[src/rtl/icache_mem_prefetch.sv]
// icache_mem_prefetch: adapts the instruction cache's word-at-a-time refill
// port to the native valid/ready memory bus. It keeps a single-word buffer
// and fetches the next word of the current line ahead of time, so that
// sequential refill words are usually served without waiting on the bus.
//
// Ports:
//   clk, reset           rising-edge clock, synchronous active-high reset
//   req_valid/req_addr   refill request from the cache (held until req_ready)
//   req_ready/req_rdata  one-cycle completion pulse with the refill word
//   mem_valid/mem_addr   bus request, held stable until mem_ready
//   mem_ready/mem_rdata  bus completion with read data
//   mem_instr            tied high: every access is an instruction fetch
//   pf_hit_count         saturating count of requests served from the buffer
module icache_mem_prefetch #(
  parameter int unsigned LINE_WORDS  = 4,
  parameter bit          PREFETCH_EN = 1'b1
) (
  input  logic        clk,
  input  logic        reset,
  input  logic        req_valid,
  output logic        req_ready,
  input  logic [31:0] req_addr,
  output logic [31:0] req_rdata,
  output logic        mem_valid,
  input  logic        mem_ready,
  output logic [31:0] mem_addr,
  input  logic [31:0] mem_rdata,
  output logic        mem_instr,
  output logic [31:0] pf_hit_count
);

  localparam int unsigned WIDX_W = $clog2(LINE_WORDS);
  localparam int unsigned TAG_W  = 30;
  localparam logic [WIDX_W-1:0] LAST_IDX = WIDX_W'(LINE_WORDS - 1);

  typedef enum logic [1:0] {
    ST_IDLE     = 2'd0,
    ST_FETCH    = 2'd1,
    ST_PREFETCH = 2'd2
  } state_t;

  state_t           state, state_d;
  logic             req_ready_d;
  logic [31:0]      req_rdata_d;
  logic             mem_valid_d;
  logic [31:0]      mem_addr_d;
  logic             pf_valid, pf_valid_d;
  logic [TAG_W-1:0] pf_addr, pf_addr_d;
  logic [31:0]      pf_data, pf_data_d;
  logic [31:0]      pf_hit_count_d;
  logic [TAG_W-1:0] req_tag;
  logic             addr_lsb_unused;

  assign mem_instr       = 1'b1;
  assign req_tag         = req_addr[31:2];
  assign addr_lsb_unused = ^req_addr[1:0];

  // True when the address selects the final word of its cache line.
  function automatic logic is_last(input logic [31:0] a);
    return a[WIDX_W+1:2] == LAST_IDX;
  endfunction

  // State and output registers.
  always_ff @(posedge clk) begin
    if (reset) begin
      state        <= ST_IDLE;
      req_ready    <= 1'b0;
      req_rdata    <= 32'd0;
      mem_valid    <= 1'b0;
      mem_addr     <= 32'd0;
      pf_valid     <= 1'b0;
      pf_addr      <= '0;
      pf_data      <= 32'd0;
      pf_hit_count <= 32'd0;
    end else begin
      state        <= state_d;
      req_ready    <= req_ready_d;
      req_rdata    <= req_rdata_d;
      mem_valid    <= mem_valid_d;
      mem_addr     <= mem_addr_d;
      pf_valid     <= pf_valid_d;
      pf_addr      <= pf_addr_d;
      pf_data      <= pf_data_d;
      pf_hit_count <= pf_hit_count_d;
    end
  end

  // Next-state and next-output logic.
  always_comb begin
    state_d        = state;
    req_ready_d    = 1'b0;
    req_rdata_d    = req_rdata;
    mem_valid_d    = mem_valid;
    mem_addr_d     = mem_addr;
    pf_valid_d     = pf_valid;
    pf_addr_d      = pf_addr;
    pf_data_d      = pf_data;
    pf_hit_count_d = pf_hit_count;

    unique case (state)
      ST_IDLE: begin
        // req_ready high means the cache has just been served and its
        // valid is still up for this cycle; ignore it.
        if (req_valid && !req_ready) begin
          if (pf_valid && (pf_addr == req_tag)) begin
            req_ready_d = 1'b1;
            req_rdata_d = pf_data;
            pf_valid_d  = 1'b0;
            if (pf_hit_count != '1) begin
              pf_hit_count_d = pf_hit_count + 32'd1;
            end
            if (PREFETCH_EN && !is_last(req_addr)) begin
              state_d     = ST_PREFETCH;
              mem_valid_d = 1'b1;
              mem_addr_d  = {req_tag + TAG_W'(1), 2'b00};
            end
          end else begin
            pf_valid_d  = 1'b0;
            mem_valid_d = 1'b1;
            mem_addr_d  = {req_tag, 2'b00};
            state_d     = ST_FETCH;
          end
        end
      end

      ST_FETCH: begin
        if (mem_ready) begin
          mem_valid_d = 1'b0;
          if (req_valid && (req_tag == mem_addr[31:2])) begin
            req_ready_d = 1'b1;
            req_rdata_d = mem_rdata;
            if (PREFETCH_EN && !is_last(mem_addr)) begin
              // The demand transaction has completed, so the prefetch is
              // issued back-to-back as a fresh bus request.
              state_d     = ST_PREFETCH;
              mem_valid_d = 1'b1;
              mem_addr_d  = mem_addr + 32'd4;
            end else begin
              state_d = ST_IDLE;
            end
          end else begin
            // Requester went away or moved on: keep the word in case it
            // comes back for it.
            pf_valid_d = 1'b1;
            pf_addr_d  = mem_addr[31:2];
            pf_data_d  = mem_rdata;
            state_d    = ST_IDLE;
          end
        end
      end

      ST_PREFETCH: begin
        // Any demand request waits here; IDLE evaluates it next cycle.
        if (mem_ready) begin
          mem_valid_d = 1'b0;
          pf_valid_d  = 1'b1;
          pf_addr_d   = mem_addr[31:2];
          pf_data_d   = mem_rdata;
          state_d     = ST_IDLE;
        end
      end

      default: begin
        state_d     = ST_IDLE;
        mem_valid_d = 1'b0;
      end
    endcase
  end

endmodule

[config.mk]
export PLATFORM = sky130hd
export DESIGN_NAME = icache_mem_prefetch
export DESIGN_NICKNAME = d
export VERILOG_FILES = /design/src/rtl/icache_mem_prefetch.sv
export SDC_FILE = /design/constraint.sdc
export NUM_CORES = 1
export LEC_CHECK = 0
export ABC_AREA = 1
export CORE_ASPECT_RATIO = 0.9
export CORE_MARGIN = 4
export CORE_UTILIZATION = 50
export CTS_BUF_LIST = sky130_fd_sc_hd__clkbuf_16
export CTS_CLUSTER_SIZE = 40
export DETAILED_ROUTE_END_ITERATION = 8
export GPL_ROUTABILITY_DRIVEN = 0
export PLACE_DENSITY_LB_ADDON = 0.25
export SYNTH_ARGS = -nofsm -noshare
export SYNTH_HDL_FRONTEND = slang
export SYNTH_SLANG_ARGS = --single-unit
[constraint.sdc]
create_clock -name clk -period 1.9 [get_ports clk]
set_input_delay 0.38 -clock clk [delete_from_list [all_inputs] [get_ports clk]]
set_output_delay 0.38 -clock clk [all_outputs]
set_load 0.005 [all_outputs]
==> flow_metrics.tcl, run 1 <==
set metrics [dict create \
    numCtsBuffers 17 \
    error "[ERROR GRT-0232] Routing congestion too high. Check the congestion heatmap in the GUI." \
    dp_hpwl_um 30600 \
    synthesis.area_mm2 0.0106 \
    die_h_um 146 \
    synthArstFlopShare_pct 0 \
    synth.most_common_cell "nand2_1" \
    io_buffers 161 \
    grtUsageTotal_pct 69.2 \
    yosys.area.top_type "dfxtp_1" \
    dp_cells 2488 \
    antenna_found_initial 9 \
    avgSynthCellArea_um2 5.88 \
    synth_common_cells "nand2_1, nor2_1, inv_1" \
    yosys_warnings 0 \
    synth_top_area_share_pct 30.4 \
    htreeDepth 4 \
    ys_seq_area_share_pct 30.4 \
    synth_edf_count 0 \
    grt_overflow 4 \
    root_buffer "clkbuf_16" \
    synthCells 1805 \
    ys_ff_latch 161 \
    placed_area_mm2 0.0148 \
    worst_endpoint_kind "register input" \
    synthTopCellsByArea "dfxtp_1, nand2_1, nor2_1" \
    crit_endpoint "mem_addr[28]$_SDFFE_PP0P_/D" \
    grt_max_degree 75 \
    yosysUniqueCellTypes 39 \
    stop_stage "5_1_grt" \
    synth-main-ff-cell "dfxtp_1" \
    io_pins 167 \
    die_w_um 162 \
    initial_utilization_pct 51.0 \
    clk_path_buf_depth 2 \
    clkSinkCount 161 \
    cts_hold_buf 0 \
    core.rowCount 50 \
    status "aborted with a tool error" \
]
layer usage:
metal	overflow	track usage, %
met1	0	68.1
met2	1	83.9
met3	0	60.3
met4	3	63.8
met5	0	30.4
cell families after synthesis:
group	Yosys count	synth area share (%)
AND/OR/NAND/NOR	996	39.5
AO/OA/AOI/OAI	300	14.3
other	2	0.0707
XOR/XNOR	47	3.88
buffers and inverters	292	11.1
adder cells (fa/ha/maj)	7	0.825
flip-flops	161	30.4
stage by stage:
stage	setup WS [ns]	hold WS, ns	TNS (ns)
2_1_floorplan	0.00571	0.424	0
3_3_place_gp	-0.905	0.431	-133.16
3_5_place_dp	-0.975	0.441	-140.70
4_1_cts	-0.216	0.422	-18.10
repair_timing:
action | CTS
pin swaps | 45
endpoints found under the setup margin | 176
buffers inserted | 29
gates resized for setup | 282
cloned | 19
==> run 2: changes to the inputs <==
CORE_ASPECT_RATIO = unset   (was 0.9)
CORE_UTILIZATION = 40   (was 50)
CTS_BUF_LIST = unset   (was sky130_fd_sc_hd__clkbuf_16)
CTS_CLUSTER_SIZE = unset   (was 40)
PLACE_DENSITY_LB_ADDON = 0.15   (was 0.25)
clock period = 2.5 ns   (was 1.9 ns; I/O delays follow)
==> flow_metrics.tcl, run 2 <==
set metrics [dict create \
    status "finished, final reports clean" \
    vias_per_cell 5.23 \
    synthesis.area_mm2 0.0106 \
    initial_utilization_pct 40.7 \
    layout_commonest_cell "nand2_1" \
    reg.largest.list "pf_data: 32 flops, pf_hit_count: 32 flops, req_rdata: 32 flops" \
    die_h_um 171 \
    slew_headroom_pct 51.7 \
    yosysUniqueCellTypes 39 \
    vias 12900 \
    nets 2191 \
    hold_path_depth 2 \
    ys_seq_area_share_pct 30.4 \
    cts_hold_buf 0 \
    core-area_mm2 0.0261 \
    synth_top_area_share_pct 30.4 \
    setup_viol 0 \
    synth_compound_gate_area_share_pct 14.3 \
    critical_path.max_fanout 11 \
    yosys_warnings 0 \
    htreeDepth 4 \
    synthXorXnorAreaFrac_pct 3.88 \
    cts_tree "done" \
    leakage_nw 6.39 \
    synth_top_family_by_area "simple AND/OR/NAND/NOR gates" \
    synthAdderAreaFrac_pct 0.825 \
    hp-class "reg -> reg" \
    cp.required_ns 2.83 \
    grt_max_degree 69 \
    dieArea_mm2 0.0292 \
    clk_latency_ns 0.44 \
    placed_area_mm2 0.0140 \
    grt_pass1_vias 11600 \
    synthArstFlopShare_pct 0 \
    hold_viol 0 \
    root_buffer "clkbuf_16" \
    synthTopCellsByArea "dfxtp_1, nand2_1, nor2_1" \
    dp_hpwl_um 30600 \
    wirelength_um 40200 \
    mostFrequentLayoutCells "nand2_1, nor2_1, buf_4" \
    antennaDiodeCount 0 \
    route.detailed.drc 0 \
    worst_r2r_path_depth 15 \
    final.min_clock_period_ns 2.44 \
    synth_edf_count 0 \
    cap_violations 0 \
    synthCells 1805 \
    period_share_pct 97.7 \
    clk_path_buf_depth 2 \
    grt_overflow 0 \
    dp_cells 2428 \
    clkTransAtPathRegs_ns 0.08 \
    numCtsBuffers 17 \
    die_w_um 171 \
    clkSinkCount 161 \
    io_pins 167 \
    final_antenna_net_count 0 \
    grtUsageTotal_pct 26.9 \
    drtIter0Drc 1234 \
    core.rowCount 59 \
    wl_per_cell_um 16.3 \
    synth_common_cells "nand2_1, nor2_1, inv_1" \
    antenna_found_initial 0 \
    powerDensity_mw_per_mm2 925 \
    clock_skew_ns 0.0162 \
    fmax_mhz 409 \
    avgSynthCellArea_um2 5.88 \
    synth.most_common_cell "nand2_1" \
    final_area_mm2 0.0148 \
    slew_violations 0 \
    drive_above_1_share_pct 14.5 \
    finalPower_mw 13.7 \
    fin_cells 2464 \
    syn_to_final_growth_pct 39.2 \
    cp.arrival_ns 2.77 \
    whs_ns 0.451 \
    grt_pass1_wl_um 62400 \
    firstDrtPassIters 6 \
    yosys.area_share.simple_pct 39.5 \
    setup.worst_path.class "in -> reg" \
    endpoint_kind "flop" \
    ir_worst_vdd_mv 0.661 \
    synthMuxAreaShare_pct 0 \
    cp-start-kind "input pin" \
    io_buffers 161 \
    synth-main-ff-cell "dfxtp_1" \
    ys_ff_latch 161 \
    yosys.area.top_type "dfxtp_1" \
    worstMarginPinSlew_ns 0.725 \
    setup_tns_ns 0 \
]
-- run 2: final timing paths --
| check | startpoint | slack [ns] | endpoint |
|---|---|---|---|
| setup reg to reg | state[1] | 0.25 | pf_addr[3] |
| setup / recovery | req_addr[5] | 0.06 | mem_addr[17] |
| hold / removal | pf_data[19] | 0.45 | pf_data[19] |
| hold reg to reg | pf_data[19] | 0.45 | pf_data[19] |
-- run 2: through the flow --
step,util [%],setup WS [ns]
3_5_place_dp,53.8,-0.477
4_1_cts,56.3,0.00782
2_1_floorplan,-,0.456
3_3_place_gp,53.8,-0.454
5_1_grt,56.7,-0.0658
6_report,56.7,0.0574
-- run 2: per-layer routing --
layer / up-vias / GRT usage [%] / part of all wire [%]
met3: 70 / 7.14 / 9.5
met2: 568 / 41.7 / 44
met1: 5835 / 37.1 / 44
met5: - / 0 / 0
met4: 0 / 7.51 / 2.7
li1: 6415 / - / -
-- run 2: logic make-up (layout without fill, tap and decap cells) --
kind of cell    count (synthesis)  after routing
compound gates                300            300
xor+xnor                       47             47
buf+inv                       292            615
flops                         161            161
fa+ha+maj                       7              7
simple gates                  996            996
other cells                     2              3
-- run 2: layout make-up --
class | count | area, um2
clock buffers | 17 | 425
clock inverters | 15 | 210
fillers | 2583 | 11300
inverters | 207 | 777
multi-input cells | 1353 | 6290
flip-flops and latches | 161 | 3220
well taps | 335 | 419
repair buffers | 376 | 3430
-- run 2: report_power, final --
group,switching [mW],internal [mW],leakage [nW]
logic,4.03,2.86,4.76
clock network,1.36,1.47,0.308
registers,0.630,3.34,1.32
total,6.02,7.66,6.39
-- run 2: critical path, cell delays in order --
cell and delay [ns]:
clkdlybuf4s50_1 0.53, inv_2 0.07, nand2_2 0.11, nand2_1 0.06
nor2_1 0.19, nand2_1 0.13, inv_1 0.07, nand2_1 0.08
nor2_2 0.16, nand2_2 0.16, buf_12 0.18, o21ai_0 0.19
a21oi_1 0.14, nor2_1 0.14, nor2_1 0.05
-- run 2: timing repair --
item,4_1_cts,5_1_grt
buffers inserted,0,4
setup endpoints to repair,17,140
gates resized for setup,2,27
gates cloned,0,0
pin swaps,0,3
No activity file was read; power rests on OpenSTA's default activity.
==> run 3: changes to the inputs <==
CTS_CLUSTER_DIAMETER = 30   (was unset)
clock period = 2.7 ns   (was 2.5 ns; I/O delays follow)
==> flow_metrics.tcl, run 3 (synthesized netlist as in run 2, its figures left out) <==
set metrics [dict create \
    cp.arrival_ns 2.89 \
    initial_utilization_pct 40.7 \
    slew_violations 0 \
    mostFrequentLayoutCells "nand2_1, nor2_1, inv_1" \
    io_buffers 161 \
    final_antenna_net_count 0 \
    numCtsBuffers 17 \
    layout_commonest_cell "nand2_1" \
    powerDensity_mw_per_mm2 852 \
    antenna_found_initial 0 \
    core.rowCount 59 \
    grtUsageTotal_pct 26.8 \
    leakage_nw 6.20 \
    r2r_slack_ns 0.27 \
    drive_above_1_share_pct 12.8 \
    grt_max_degree 94 \
    hp-class "reg -> reg" \
    wirelength_um 39900 \
    vias_per_cell 5.21 \
    die_w_um 171 \
    cts_tree "done" \
    r2r-start "state[1]" \
    rsz0062_at_grt "false" \
    wl_per_cell_um 16.4 \
    critical_path.max_fanout 18 \
    clock_skew_ns 0.0235 \
    finalPower_mw 12.4 \
    status "finished, final reports clean" \
    cp.required_ns 3.07 \
    setup_viol 0 \
    ir_worst_vdd_mv 0.488 \
    reg.largest.list "pf_data: 32 flops, pf_hit_count: 32 flops, req_rdata: 32 flops" \
    clk_path_buf_depth 2 \
    fmax_mhz 397 \
    reg2reg_to "req_rdata[31]" \
    grt_pass1_wl_um 62000 \
    vias 12700 \
    cp-startpoint "req_addr[5]" \
    core-area_mm2 0.0261 \
    grt_pass1_vias 11600 \
    dp_hpwl_um 30000 \
    worstMarginPinSlew_ns 0.907 \
    route.detailed.drc 0 \
    grt_overflow 0 \
    worst_r2r_path_depth 16 \
    nets 2166 \
    clk_latency_ns 0.44 \
    clkTransAtPathRegs_ns 0.07 \
    dieArea_mm2 0.0292 \
    die_h_um 171 \
    slew_headroom_pct 39.5 \
    firstDrtPassIters 6 \
    syn_to_final_growth_pct 36.5 \
    cp-start-kind "input pin" \
    fillers 2669 \
    crit_path_end "mem_addr[17]" \
    drtIter0Drc 1197 \
    io_pins 167 \
    clkSinkCount 161 \
    fin_util_pct 55.6 \
    period_share_pct 93.4 \
    hold_viol 0 \
    htreeDepth 4 \
    cap_violations 0 \
    endpoint_kind "flop" \
    root_buffer "clkbuf_16" \
    setup.worst_path.class "in -> reg" \
    final.min_clock_period_ns 2.52 \
]
## run 3: cell count changes in the layout (fill, tap and decap cells not counted), moves of 3 or more
| cell | previous run | this run |
|---|---|---|
| dlymetal6s2s_1 | 5 | 1 |
| buf_4 | 198 | 176 |
| nor2_1 | 206 | 211 |
| nor2_2 | 10 | 6 |
| buf_12 | 15 | 12 |
| nand2_1 | 538 | 541 |
| clkdlybuf4s50_1 | 155 | 159 |
| nand2_2 | 7 | 4 |
## run 3: routing by layer
metal	wire (um)	vias to the layer above	global-route usage (%)
met1	17300	5699	36.7
met4	1520	0	10.4
met2	17100	566	40.2
met3	3980	86	7.09
met5	0	-	0
li1	-	6360	-
## run 3: worst min path at each step
stage | cells past startpoint | from | slack, ns | to
floorplan | 2 | pf_data[10] | 0.42 | pf_data[10]
global placement | 2 | pf_data[17] | 0.43 | pf_data[17]
detailed placement | 2 | pf_data[20] | 0.44 | pf_data[20]
CTS | 2 | pf_data[20] | 0.45 | pf_data[20]
global route | 2 | pf_data[2] | 0.47 | pf_data[2]
finish | 2 | pf_data[20] | 0.45 | pf_data[20]
## run 3: final cells by class
class	instances	area (um2)	share of cell area (%)
tap	335	419	2.89
antenna	1	2.50	0.0173
clock inverter	15	201	1.39
sequential	161	3220	22.2
timing repair buffer	351	3190	22.0
multi-input combinational	1353	6250	43.1
clock buffer	17	425	2.93
inverter	207	777	5.36
## run 3: metrics by stage
stage	TNS, ns	cell area, um2	instances	worst slack (ns)	hold slack [ns]
2_1_floorplan	0	10600	1806	0.616	0.424
3_3_place_gp	-29.89	13800	2407	-0.282	0.432
3_5_place_dp	-33.33	13800	2407	-0.347	0.437
4_1_cts	0	14500	2439	0.106	0.448
5_1_grt	0	14500	2439	0.00464	0.473
6_report	0	14500	2440	0.178	0.447
## run 3: power by group
group          total, mW  switching [mW]  internal, mW
clock network       2.59            1.31          1.28
registers           3.72           0.628          3.09
logic               6.05            3.60          2.45
total               12.4            5.54          6.82
## run 3: worst max-delay path, cell delays in order
cell             delay, ns
clkdlybuf4s50_1       0.55
inv_2                 0.07
nand2_1               0.19
nand2_1               0.09
nor2_1                0.10
nand2_1               0.10
nor2_2                0.18
nand2_2               0.11
nor2_8                0.22
buf_12                0.19
nand4_1               0.11
a21oi_1               0.25
nor2_1                0.07
nor2_1                0.09
## run 3: what timing repair did
item                                    4_1_cts  5_1_grt
buffers inserted                              0        0
hold buffers                                  0        0
resized for setup                             0        9
endpoints found under the setup margin        0       60
